[config.mk]
export PLATFORM = sky130hd
export DESIGN_NAME = cordic_post_scale
export DESIGN_NICKNAME = d
export VERILOG_FILES = /design/src/rtl/cordic_post_scale.sv
export SDC_FILE = /design/constraint.sdc
export NUM_CORES = 2
export LEC_CHECK = 0
export BUFFER_PORTS_ARGS = -buffer_cell sky130_fd_sc_hd__clkbuf_2
export CELL_PAD_IN_SITES_DETAIL_PLACEMENT = 0
export CELL_PAD_IN_SITES_GLOBAL_PLACEMENT = 1
export CORE_MARGIN = 2
export CORE_UTILIZATION = 40
export CTS_BUF_LIST = sky130_fd_sc_hd__clkbuf_16
export CTS_CLUSTER_SIZE = 40
export DETAILED_ROUTE_END_ITERATION = 6
export PLACE_DENSITY_LB_ADDON = 0.1
export SLEW_MARGIN = 15
export SYNTH_ARGS = -nofsm -noshare
export SYNTH_HDL_FRONTEND = slang
export SYNTH_SLANG_ARGS = --single-unit
[constraint.sdc]
create_clock -name clk -period 4.7 [get_ports clk]
set_input_delay 0.235 -clock clk [delete_from_list [all_inputs] [get_ports clk]]
set_output_delay 0.235 -clock clk [all_outputs]
set_load 0.05 [all_outputs]
[src/rtl/cordic_post_scale.sv]
// CORDIC output stage: removes the rotation gain from x/y, undoes the upstream
// quadrant pre-rotation and delays z to match, as a 2-stage valid/ready pipeline.
module cordic_post_scale #(
  parameter int          WIDTH  = 32,
  parameter logic [31:0] K_GAIN = 32'h9B74EDA8,
  parameter bit          ROUND  = 1'b1
) (
  input  logic             clk,
  input  logic             rst_n,
  input  logic             in_valid,
  output logic             in_ready,
  input  logic [WIDTH-1:0] x_in,
  input  logic [WIDTH-1:0] y_in,
  input  logic [WIDTH-1:0] z_in,
  input  logic [1:0]       quad_in,
  output logic             out_valid,
  input  logic             out_ready,
  output logic [WIDTH-1:0] x_out,
  output logic [WIDTH-1:0] y_out,
  output logic [WIDTH-1:0] z_out
);

  localparam int PW = WIDTH + 33;
  localparam logic [PW-1:0] RND_C = ROUND ? {{(PW-32){1'b0}}, 1'b1, 31'b0} : '0;
  localparam logic [WIDTH-1:0] MIN_V = {1'b1, {(WIDTH-1){1'b0}}};
  localparam logic [WIDTH-1:0] MAX_V = {1'b0, {(WIDTH-1){1'b1}}};

  logic adv;
  logic signed [PW-1:0] xe, ye, ke, px_next, py_next;
  logic signed [PW-1:0] px, py;
  logic [PW-1:0] rx, ry;
  logic [WIDTH-1:0] z1;
  logic [1:0] q1;
  logic v1;
  logic [WIDTH-1:0] sx, sy, x_next, y_next;
  logic unused_bits;

  // Held registers downstream never block a bubble, so adv depends only on the output side.
  assign adv      = !out_valid || out_ready;
  assign in_ready = adv && rst_n;

  function automatic logic [WIDTH-1:0] neg_sat(input logic [WIDTH-1:0] v);
    if (v == MIN_V) return MAX_V;
    return -v;
  endfunction

  always_comb begin
    xe      = PW'($signed(x_in));
    ye      = PW'($signed(y_in));
    ke      = PW'($signed({1'b0, K_GAIN}));
    px_next = xe * ke;
    py_next = ye * ke;
  end

  always_ff @(posedge clk or negedge rst_n) begin
    if (!rst_n) begin
      px <= '0;
      py <= '0;
      z1 <= '0;
      q1 <= '0;
      v1 <= 1'b0;
    end else if (adv) begin
      px <= px_next;
      py <= py_next;
      z1 <= z_in;
      q1 <= quad_in;
      v1 <= in_valid;
    end
  end

  // Arithmetic shift by 32 of a product that always fits back into WIDTH bits.
  always_comb begin
    rx = px + RND_C;
    ry = py + RND_C;
    sx = rx[WIDTH+31:32];
    sy = ry[WIDTH+31:32];
  end

  assign unused_bits = ^{rx[PW-1:WIDTH+32], rx[31:0], ry[PW-1:WIDTH+32], ry[31:0]};

  always_comb begin
    x_next = sx;
    y_next = sy;
    case (q1)
      2'b01: begin
        x_next = neg_sat(sy);
        y_next = sx;
      end
      2'b10: begin
        x_next = sy;
        y_next = neg_sat(sx);
      end
      2'b11: begin
        x_next = neg_sat(sx);
        y_next = neg_sat(sy);
      end
      default: begin
        x_next = sx;
        y_next = sy;
      end
    endcase
  end

  always_ff @(posedge clk or negedge rst_n) begin
    if (!rst_n) begin
      x_out     <= '0;
      y_out     <= '0;
      z_out     <= '0;
      out_valid <= 1'b0;
    end else if (adv) begin
      x_out     <= x_next;
      y_out     <= y_next;
      z_out     <= z1;
      out_valid <= v1;
    end
  end

endmodule

* Word level (Yosys, flattened, before mapping)
Cells that the tools add are included.
** Cells by class
- Add/subtract/negate cells :: 4
- Multiply operators :: 2
- Equality and inequality tests :: 5
- Muxes and demuxes :: 14
- Reductions and logical operators :: 3
** Operator list (number)
- $mux W32 :: 6
- $pmux W32 S3 :: 2
- $add A64 B32 Y64 const B :: 2
- $mul A32 B30 Y61 const B :: 2
- $eq A32 B32 Y1 const B :: 2
- $neg A32 Y32 :: 2
- $mux W1 :: 6
- $eq A2 B2 Y1 const B :: 2
- $eq A2 B1 Y1 const B :: 1
- $logic_and A1 B1 Y1 :: 1
- $logic_not A1 Y1 :: 1
- $logic_or A1 B1 Y1 :: 1
** Word-level totals
- Flip-flop bits (word level) :: 254
- Output and inout bits :: 98
- Word-level logic and storage cells :: 37

* Depth between registers and ports, before layout
- Depth in word-level cells :: 6
- Depth in mapped cells :: 29
- Gate-level depth less buffers :: 28

* Worst setup path after synthesis
OpenSTA, ideal clock, no wires.
- Path type :: input to register
- Start :: input port x_in[19]
- End :: register px[63]
- Setup time :: 0.137 ns
- Arrival :: 6.767 ns
- Slack :: -2.203 ns
- Stages on the path :: 25
- Buffers on the path :: 0
- Path through :: ha_1 inv_1 fa_1 inv_1 fa_1 inv_1 fa_1 inv_1 fa_1 fa_1 fa_1 inv_1 fa_1 inv_1 ha_1 nand4_1 nor4_1 o211ai_1 a211oi_1 o311ai_0 a2111oi_0 o21ai_0 a21oi_1 xnor2_1 a21oi_1
** Between the ends
- Word-level cells in the longest chain between the ends :: 1
** Ends and longest elaborated chain
- start, declared :: line 12 : input logic [WIDTH-1:0] x_in,
- $mul A32 B30 Y61 :: line 51 : px_next = xe * ke;
- end signal, assigned :: line 63 : px <= px_next;
- end, declared :: line 30 : logic signed [PW-1:0] px, py;
No other way between the ends.
A chain may end at the register's enable or synchronous reset.

* Worst setup path after layout
- Start :: input port x_in[11]
- End :: register px[61]
The elaborated chain is that of the path after synthesis.

==> metrics.md <==
| Metric | Value |
|---|---|
| Max Clock Skew | 14.3 ps |
| WL per Instance | 20.9 um |
| Critical Path Start | x_in[11] |
| Core area | 121,000 um^2 |
| Clk sinks | 198 |
| DRT iter0 DRCs | 2,509 |
| Status | finished with violations |
| Via count | 39,300 |
| GP Congestion | 0.978 |
| Fin worst setup slack | -1930 ps |
| Post-DRT Antenna Nets | 0 |
| Total gr overflow | 0 |
| Failing checks | negative setup slack |
| Aggregate global-route resource usage | 27.1% |
| Startpoint Class | primary input |
| Synth top area cells | fa_1, ha_1, dfrtp_1 |
| Syn_area_per_cell | 9.36 um^2 |
| Clk slew on worst S/H paths | 80 ps |
| Fin crit period | 6630 ps |
| Fraction of layout cells with a size suffix above 1 | 30.0% |
| DR vias/cell | 4.91 |
| Total CTS buffers | 17 |
| Most frequent CP cell | fa_1 |
| Syn nets | 6,875 |
| Slowest Stage Delay on Critical Path | 550 ps |
| Yosys cell types | 86 |
| H-tree depth | 4 |
| Worst-Skew Late Latency | 470 ps |
| Rel. slew slack | 27.4% |
| CTS root buffer | clkbuf_16 |
| Synth Flop Type | dfrtp_1 |
| DRC violations left | 0 |
| Post-synth ARST share | 100% |
| Die Span X | 353 um |
| CP Capture Type | flop |
| Area leader, netlist | fa_1 |
| Tightest Hold Check Type | primary input to async pin |
| Post-synthesis sequential element count | 198 |
| Reg2reg setup slack | 510 ps |
| Port Buffers | 199 |
| R2R Path End | x_out[17]$_DFFE_PN0N_ |
| Fin nets | 8,045 |
| I/O pins | 200 |
| Post-Place Worst Slack | -2740 ps |
| Kind of critical path | primary input to flop |
| Post-synth top area share | 34.9% |
| Half-perimeter wire length after placement | 147,000 um |
| Slew Viols, Final | 0 |
| Post-Synthesis Cells | 5,203 |
| CP Data Arrival Time | 6950 ps |
| Final setup TNS | -106,570 ps |
| Final Hold Fails | 0 |
| Die ar. | 125,000 um^2 |
| CTS tree | yes |
| CP required | 5020 ps |
| # rows | 128 |
| FF-to-FF Start | px[31]$_DFFE_PN0N_ |
| Endpoints failing setup | 66 |
| FF-to-FF path depth | 13 |
| Fmax | 151 MHz |
| Die Y | 353 um |
| Initial Util | 40.2% |
| Ys Warns | 0 |
| Pin count of the biggest net entering global routing | 149 |
| Layout area overhead | 32.9% |
| WL final | 167,000 um |
| Pre-antenna DRT Iters | 5 |
| CP max stage cell | fa_1 |
| Sequential cell area fraction in the yosys report | 10.2% |
| Number of global-route vias before repair | 41,800 |
| CP Max Fanout | 6 |
| Mapped Area | 48,700 um^2 |
| Clock tree buffer depth | 2 |
| First-pass GRT wire length | 258,000 um |
| Worst-Margin Slew | 1090 ps |
| Antenna violations before repair | 1 |
| Unrepaired setup endpoints after global routing | yes |
| Crit share post-route | 141% |
| End of the critical path | px[61]$_DFFE_PN0N_ |
| Maxcap violations | 0 |
| EDFF count, synth | 0 |
-- cell type report --
cell class	instances	area (um^2)
fill	11300	56500
multi-input combinational	3579	42000
timing repair buffer	1295	10200
sequential	198	4960
inverter	1282	4840
tap	1625	2030
clock buffer	17	425
clock inverter	15	218
antenna	1	2.50
-- how the worst min path moves through the flow --
stage / startpoint / slack, ps / end / depth (start not counted)
final: rst_n / 340 / x_out[24]$_DFFE_PN0N_ / 2
after floorplan: rst_n / -60 / out_valid$_DFFE_PN0N_ / 0
after CTS: rst_n / 340 / x_out[24]$_DFFE_PN0N_ / 2
after global routing: rst_n / 390 / y_out[24]$_DFFE_PN0N_ / 2
after global placement: rst_n / 280 / x_out[24]$_DFFE_PN0N_ / 1
after detailed placement: rst_n / 280 / x_out[24]$_DFFE_PN0N_ / 1
-- synth_stat cells (all sizes together), types with 85 or more instances --
cell type,count
a21o,101
a21oi,212
clkbuf,108
dfrtp,198
fa,850
ha,720
inv,1282
nand2,409
nand3,85
nor2,164
o21ai,142
xnor2,172
xor2,186
-- stage by stage --
step	hold slack [ps]	instance area, um^2	instances	utilization, %
3_3_place_gp	278	59500	7822	49.1
3_5_place_dp	278	59500	7822	49.1
2_1_floorplan	-60.6	50100	5203	-
5_1_grt	392	64700	8012	53.4
4_1_cts	338	63400	7959	52.3
6_report	339	64700	8012	53.4
-- metal layers --
layer	track usage, %	wire length, um	vias to the layer above
li1	-	-	18700
met1	41.6	83400	19600
met2	41.8	73200	881
met3	3.15	8460	90
met4	3.77	2190	0
met5	0	0	-
-- worst max-delay path: cells and delay by family --
| family | cells | cell delay [ps] |
|---|---|---|
| compound gates | 8 | 1430 |
| simple gates | 2 | 460 |
| buf+inv | 7 | 730 |
| xor+xnor | 4 | 740 |
| fa+ha+maj | 8 | 3330 |
-- logic make-up (layout without fill, tap and decap cells) --
| family | Yosys count | in the layout | share of synthesized area [%] |
|---|---|---|---|
| AND/OR/NAND/NOR | 906 | 906 | 8.71 |
| multiplexers | 12 | 12 | 0.254 |
| flip-flops | 198 | 198 | 10.2 |
| buffers and inverters | 1426 | 2609 | 11.1 |
| XOR/XNOR | 358 | 358 | 6.44 |
| AO/OA/AOI/OAI | 733 | 733 | 9.88 |
| other | 0 | 1 | 0 |
| adder cells (fa/ha/maj) | 1570 | 1570 | 53.4 |
-- flip-flops by register name, summed over array words and instances, names as in the netlist --
register   count
py            33
v1             1
y_out         32
px            33
z_out         32
out_valid      1
x_out         32
q1             2
z1            32
-- cells in the final DEF (no fill, tap or decap), types with 18 or more instances in the layout --
cell,count
a211oi_1,21
a21o_1,99
a21oi_1,150
a21oi_2,48
a31oi_1,21
and3_1,31
buf_4,994
buf_6,61
clkbuf_16,28
clkbuf_2,145
dfrtp_1,196
dlygate4sd3_1,36
fa_1,779
fa_2,71
ha_1,565
ha_2,43
ha_4,112
inv_1,1184
inv_2,88
nand2_1,402
nand3_1,77
nand4_1,38
nor2_1,150
nor2b_1,20
nor3_1,35
o211ai_1,30
o21ai_0,91
o21ai_1,35
xnor2_1,147
xnor2_2,23
xor2_1,128
xor2_2,40
xor2_4,18
-- repair_timing --
action	CTS	global route
setup buffers	79	62
pin swaps	299	205
resized for setup	469	233
endpoints found under the hold margin	101	0
endpoints found under the setup margin	66	66
hold buffers	36	0
Power is not shown: default switching activity piles up to over one toggle a cycle in this logic, so the estimate is an artifact.
